File: src/rtl/mem_dma_engine.sv
// Purpose : DMA initiator on the DataMemory port; copies a block (src->dst) or fills a block with one byte.
// Latency : copy N bytes = 3N+1 cycles start->done, fill N bytes = N+1, len=0 -> 1 cycle.
// Backpr. : none; start is accepted only in IDLE, abort cancels an active transfer on the next edge.
//
// Ports:
//   clk, rst                      clock, synchronous active-high reset
//   start, op, src, dst, len,     launch request and transfer descriptor (captured on accepted start)
//   fill_val
//   abort                         cancel the active transfer
//   busy, done, aborted, count    status: port owned, normal-completion pulse, cancel pulse, bytes written
//   mem_read, mem_write,          DataMemory initiator side (rdata valid one cycle after mem_read)
//   mem_addr, mem_wdata, mem_rdata
module mem_dma_engine #(
  parameter int ADDR_W = 8,
  parameter int DATA_W = 8,
  parameter int LEN_W  = ADDR_W + 1
) (
  input  logic              clk,
  input  logic              rst,
  input  logic              start,
  input  logic              op,
  input  logic [ADDR_W-1:0] src,
  input  logic [ADDR_W-1:0] dst,
  input  logic [LEN_W-1:0]  len,
  input  logic [DATA_W-1:0] fill_val,
  input  logic              abort,
  output logic              busy,
  output logic              done,
  output logic              aborted,
  output logic [LEN_W-1:0]  count,
  output logic              mem_read,
  output logic              mem_write,
  output logic [ADDR_W-1:0] mem_addr,
  output logic [DATA_W-1:0] mem_wdata,
  input  logic [DATA_W-1:0] mem_rdata
);

  typedef enum logic [2:0] {
    S_IDLE = 3'd0,
    S_RD   = 3'd1,
    S_CAP  = 3'd2,
    S_WR   = 3'd3,
    S_FILL = 3'd4,
    S_FIN  = 3'd5
  } state_t;

  state_t            state, state_n;
  logic [ADDR_W-1:0] src_q, dst_q;
  logic [LEN_W-1:0]  len_q, count_q;
  logic [DATA_W-1:0] fill_q, data_q;
  logic [ADDR_W-1:0] addr_q, addr_c;
  logic [DATA_W-1:0] wdata_q, wdata_c;
  logic              aborted_q;
  logic              count_inc;
  logic              last_byte;
  logic [ADDR_W-1:0] offset;

  // Offset truncates to the address width so src+i / dst+i wrap naturally.
  assign offset    = count_q[ADDR_W-1:0];
  assign last_byte = ((count_q + LEN_W'(1)) == len_q);

  always_comb begin
    state_n   = state;
    busy      = 1'b0;
    done      = 1'b0;
    mem_read  = 1'b0;
    mem_write = 1'b0;
    count_inc = 1'b0;
    // Address and write data hold their last driven values outside active cycles.
    addr_c    = addr_q;
    wdata_c   = wdata_q;

    case (state)
      S_IDLE: begin
        if (start) begin
          if (len == '0)  state_n = S_FIN;
          else if (op)    state_n = S_FILL;
          else            state_n = S_RD;
        end
      end
      S_RD: begin
        busy     = 1'b1;
        mem_read = 1'b1;
        addr_c   = src_q + offset;
        state_n  = S_CAP;
      end
      S_CAP: begin
        busy    = 1'b1;
        state_n = S_WR;
      end
      S_WR: begin
        busy      = 1'b1;
        mem_write = 1'b1;
        addr_c    = dst_q + offset;
        wdata_c   = data_q;
        count_inc = 1'b1;
        state_n   = last_byte ? S_FIN : S_RD;
      end
      S_FILL: begin
        busy      = 1'b1;
        mem_write = 1'b1;
        addr_c    = dst_q + offset;
        wdata_c   = fill_q;
        count_inc = 1'b1;
        state_n   = last_byte ? S_FIN : S_FILL;
      end
      S_FIN: begin
        done    = 1'b1;
        state_n = S_IDLE;
      end
      default: state_n = S_IDLE;
    endcase

    // Abort only redirects the next state; the write of this cycle still happens.
    if (busy && abort) state_n = S_IDLE;
  end

  always_ff @(posedge clk) begin
    if (rst) begin
      state     <= S_IDLE;
      src_q     <= '0;
      dst_q     <= '0;
      len_q     <= '0;
      fill_q    <= '0;
      data_q    <= '0;
      count_q   <= '0;
      addr_q    <= '0;
      wdata_q   <= '0;
      aborted_q <= 1'b0;
    end else begin
      state     <= state_n;
      addr_q    <= addr_c;
      wdata_q   <= wdata_c;
      aborted_q <= busy & abort;
      if (state == S_IDLE && start) begin
        src_q   <= src;
        dst_q   <= dst;
        len_q   <= len;
        fill_q  <= fill_val;
        count_q <= '0;
      end else if (count_inc) begin
        count_q <= count_q + LEN_W'(1);
      end
      if (state == S_CAP) data_q <= mem_rdata;
    end
  end

  assign aborted   = aborted_q;
  assign count     = count_q;
  assign mem_addr  = addr_c;
  assign mem_wdata = wdata_c;

endmodule

File: config.mk
export PLATFORM = sky130hd
export DESIGN_NAME = mem_dma_engine
export DESIGN_NICKNAME = d
export VERILOG_FILES = /design/src/rtl/mem_dma_engine.sv
export SDC_FILE = /design/constraint.sdc
export NUM_CORES = 1
export LEC_CHECK = 0
export ABC_CLOCK_PERIOD_IN_PS = 4100
export CORE_MARGIN = 2
export CORE_UTILIZATION = 40
export CTS_BUF_LIST = sky130_fd_sc_hd__clkbuf_8
export DETAILED_ROUTE_END_ITERATION = 6
export DONT_BUFFER_PORTS = 1
export GPL_TIMING_DRIVEN = 0
export PLACE_DENSITY_LB_ADDON = 0.1
export SLEW_MARGIN = 40
export SYNTH_ARGS = -nofsm -noshare
export SYNTH_HDL_FRONTEND = slang
export SYNTH_SLANG_ARGS = --single-unit
File: constraint.sdc
create_clock -name clk -period 4.1 [get_ports clk]
set_input_delay 1.025 -clock clk [delete_from_list [all_inputs] [get_ports clk]]
set_output_delay 1.025 -clock clk [all_outputs]
set_load 0.01 [all_outputs]
==> flow_summary_export.csv <==
group,metric,value,unit
worst_hold_path,hold_end,"dst_q[6]$_SDFFE_PP0P_",
worst_setup_path,cpMaxStageDelayCell,"or3b_4",
worst_hold_path,holdCritStartpoint,"dst_q[6]$_SDFFE_PP0P_",
run,drv_cap,0,
timing,tightest_slew,707,ps
synth,yosys_most_used_dff,"dfxtp_1",
route,vias_per_cell,5.35,
timing,fin_crit,4020,ps
timing,whs,454,ps
timing,hold_viol,0,
global_routing,grt.overflow.total,0,
power_and_ir_drop,p_int,1.24,mW
synth,yosysWarnings,0,
synth,synth_cells,445,
synth,syn-mean-instance-area,7.93,um2
placement,gp_congestion,0.865,
route,vias,3090,
worst_setup_path,crit_chain,"or3b_4, o21ai_4, buf_8, mux2_4, ha_4, fa_2, a21o_1, a21o_1, a21oi_2, or4_4, nand3_2",
synth,syn-num-nets,500,
floorplan,die-area,9590,um2
timing,setup_violations,0,
worst_setup_path,worstSetupPathType,"reg -> out",
route,drcViolationCount,0,
floorplan,dieHeight,97.9,um
global_routing,grt_pass1_vias,2995,
worst_setup_path,arrival,3000,ps
worst_setup_path,end_kind,"primary output",
worst_setup_path,path_max_fanout,6,
power_and_ir_drop,switching_share,0.277,
worst_setup_path,r2r_end,"addr_q[4]$_SDFF_PP0_",
finish,regArea,1410,um2
worst_setup_path,rr_worst_depth,11,
outcome,status,"complete, no violations",
placement,hpwlAfterDp,6.92,mm
placement,numPortBuffers,0,
power_and_ir_drop,p_sw,0.475,mW
route,first_pass_iters,4,
floorplan,num_rows,34,
cts,clkTransAtPathRegs,70,ps
power_and_ir_drop,p_leak,1.57,nW
timing,finalMaxSlewViolations,0,
finish,multi_input_area,2150,um2
worst_setup_path,cp_top_family,"simple AND/OR/NAND/NOR gates",
timing,fin_crit_sh,0.981,
cts,cts.root.buffer_cell,"clkbuf_8",
worst_hold_path,hp-class,"reg -> reg",
synth,synth-seq-cells,70,
worst_setup_path,crit_start,"state[1]$_SDFFE_PP0P_",
synth,yosys.area.top_type,"dfxtp_1",
placement,post_dp_cell_area,3660,um2
global_routing,grt_max_degree,12,
synth,synthesis.area,3530,um2
floorplan,start_util,0.408,
power_and_ir_drop,p_per_area,409,nW/um2
worst_setup_path,max_stage_delay,420,ps
worst_setup_path,start_kind,"register",
timing,fmax,249,MHz
finish,diodes,0,
worst_setup_path,worst_ep_required_time,3070,ps
cts,cts_buffers,9,
worst_setup_path,cp_num_buf_inv,1,
timing,setup_tns,0,ps
timing,fin_worst_skew,5.86,ps
global_routing,grt_usage,0.201,
synth,synth.distinct_cells,52,
route,drt_iter0_drc,92,
synth,async_flop_share,0,
power_and_ir_drop,peakVddDrop,0.154,mV
global_routing,grt_pass1_wl,15.2,mm
synth,yosys.area.top_type_share,0.397,
worst_setup_path,r2r_start,"state[1]$_SDFFE_PP0P_",
finish,area_delta_synth_final,18.7,%
floorplan,core-area,8640,um2
route,ant_nets,0,
power_and_ir_drop,combPwrFrac,0.181,
synth,synthTopCellsByArea,"dfxtp_1 (40%), nand2_1 (11%), a21oi_1 (8.1%)",
synth,synth_common_cells,"nand2_1 (102), dfxtp_1 (70), a21oi_1 (57)",
cts,htreeDepth,3,
cts,cts.sinks,70,
power_and_ir_drop,clockPowerShare,0.382,
power_and_ir_drop,p_seq_frac,0.437,
route,wl,9.61,mm
floorplan,io_pins,76,
cts,hold_buffers,0,
global_routing,antenna_found_initial,0,
finish,fin_area,4190,um2
synth,seq_area_frac_synth,0.397,
cts,cts_tree,"yes",
synth,synth_edf_count,0,
finish,n_fill_cell,853,
finish,layout.nets,520,
finish,drive_gt1_frac,0.147,
worst_setup_path,path_common_cell,"a21o_1",
worst_setup_path,rrSetupSlack,1240,ps
synth,yosysMostFrequentCell,"nand2_1",
floorplan,die_w,97.9,um
cts,worstSkewPairLatency,350,ps
timing,slew_headroom,0.527,
route,wire_per_inst,16.6,um
worst_hold_path,min_path_cells,2,
timing,rsz0062_at_grt,"yes",
cts,clock_path_buffers,2,
flip-flops by register name, summed over array words and instances, names as in the netlist:
signal   flops
count        9
len_q        9
addr_q       8
data_q       8
dst_q        8
fill_q       8
src_q        8
wdata_q      8
state        3
aborted      1
layout make-up:
| cell class | count | share of cell area |
|---|---|---|
| Sequential cell | 70 | 0.337 |
| Timing Repair Buffer | 12 | 0.0284 |
| Tap cell | 108 | 0.0323 |
| Clock buffer | 12 | 0.0394 |
| Clock inverter | 4 | 0.0164 |
| Buffer | 29 | 0.0296 |
| Multi-Input combinational cell | 339 | 0.514 |
| Inverter | 4 | 0.00359 |
cell usage in the layout (no fill, tap or decap), drive strengths merged, types with 3 or more instances in the layout:
master	synthesis	final
a211oi	3	3
a21boi	7	7
a21o	3	3
a21oi	57	57
and2	3	3
and3	3	3
buf	7	15
clkbuf	25	37
dfxtp	70	70
ha	8	8
inv	4	5
mux2	8	8
mux2i	3	3
nand2	102	102
nand3	8	8
nor2	22	22
nor2b	16	16
nor3	11	11
nor3b	4	4
nor4b	3	3
o21ai	10	10
o22ai	16	16
o31ai	3	3
or3	3	3
xnor2	14	14
xor2	7	7
power by group through the flow:
| stage | Clock (mW) | Combinational (mW) | Sequential [mW] |
|---|---|---|---|
| after global placement | 0 | 0.267 | 0.763 |
| after detailed placement | 0 | 0.273 | 0.764 |
| after floorplan | 0 | 0.214 | 0.756 |
| after CTS | 0.669 | 0.307 | 0.750 |
| final | 0.656 | 0.310 | 0.749 |
| after global routing | 0.696 | 0.344 | 0.754 |
layer usage:
layer,GRT usage,wire length [um],up-vias
li1,-,-,1567
met1,0.248,4270,1436
met2,0.328,4580,68
met3,0.0573,561,19
met4,0.0887,197,0
met5,0,0,-
tightest hold or removal path: stages (launching register included):
cell and delay (ps):
dfxtp_1 310, nand2_1 50, a21oi_1 50
through the flow:
stage	total power, mW	utilization	instances	setup WS (ps)
finish	1.71	0.485	578	78.3
global route	1.79	0.485	578	-11.4
CTS	1.73	0.479	578	-5.42
detailed placement	1.04	0.424	553	-387
global placement	1.03	0.424	553	-439
floorplan	0.970	-	445	108
worst max path at each step:
stage               slack [ps]           to  cells past startpoint
floorplan                  110  mem_addr[5]                     11
global placement          -440  mem_addr[7]                     11
detailed placement        -390  mem_addr[7]                     11
CTS                         -5  mem_addr[7]                     11
global route               -10  mem_addr[6]                     11
finish                      80  mem_addr[6]                     11
logic make-up (layout without fill, tap and decap cells):
| family | count (synthesis) | in the layout | share of synthesized area |
|---|---|---|---|
| mux | 11 | 11 | 0.0341 |
| fa+ha+maj | 9 | 9 | 0.0341 |
| simple gates | 189 | 189 | 0.250 |
| buf+inv | 36 | 61 | 0.0433 |
| flops | 70 | 70 | 0.397 |
| xor+xnor | 22 | 22 | 0.0585 |
| compound gates | 108 | 108 | 0.182 |
what timing repair did:
| item | in CTS | in global routing |
|---|---|---|
| pin swaps | 11 | 8 |
| cloned | 1 | 0 |
| buffers inserted | 10 | 1 |
| gates resized for setup | 33 | 10 |
| setup endpoints to repair | 7 | 4 |
No activity file was read; power rests on OpenSTA's default activity.
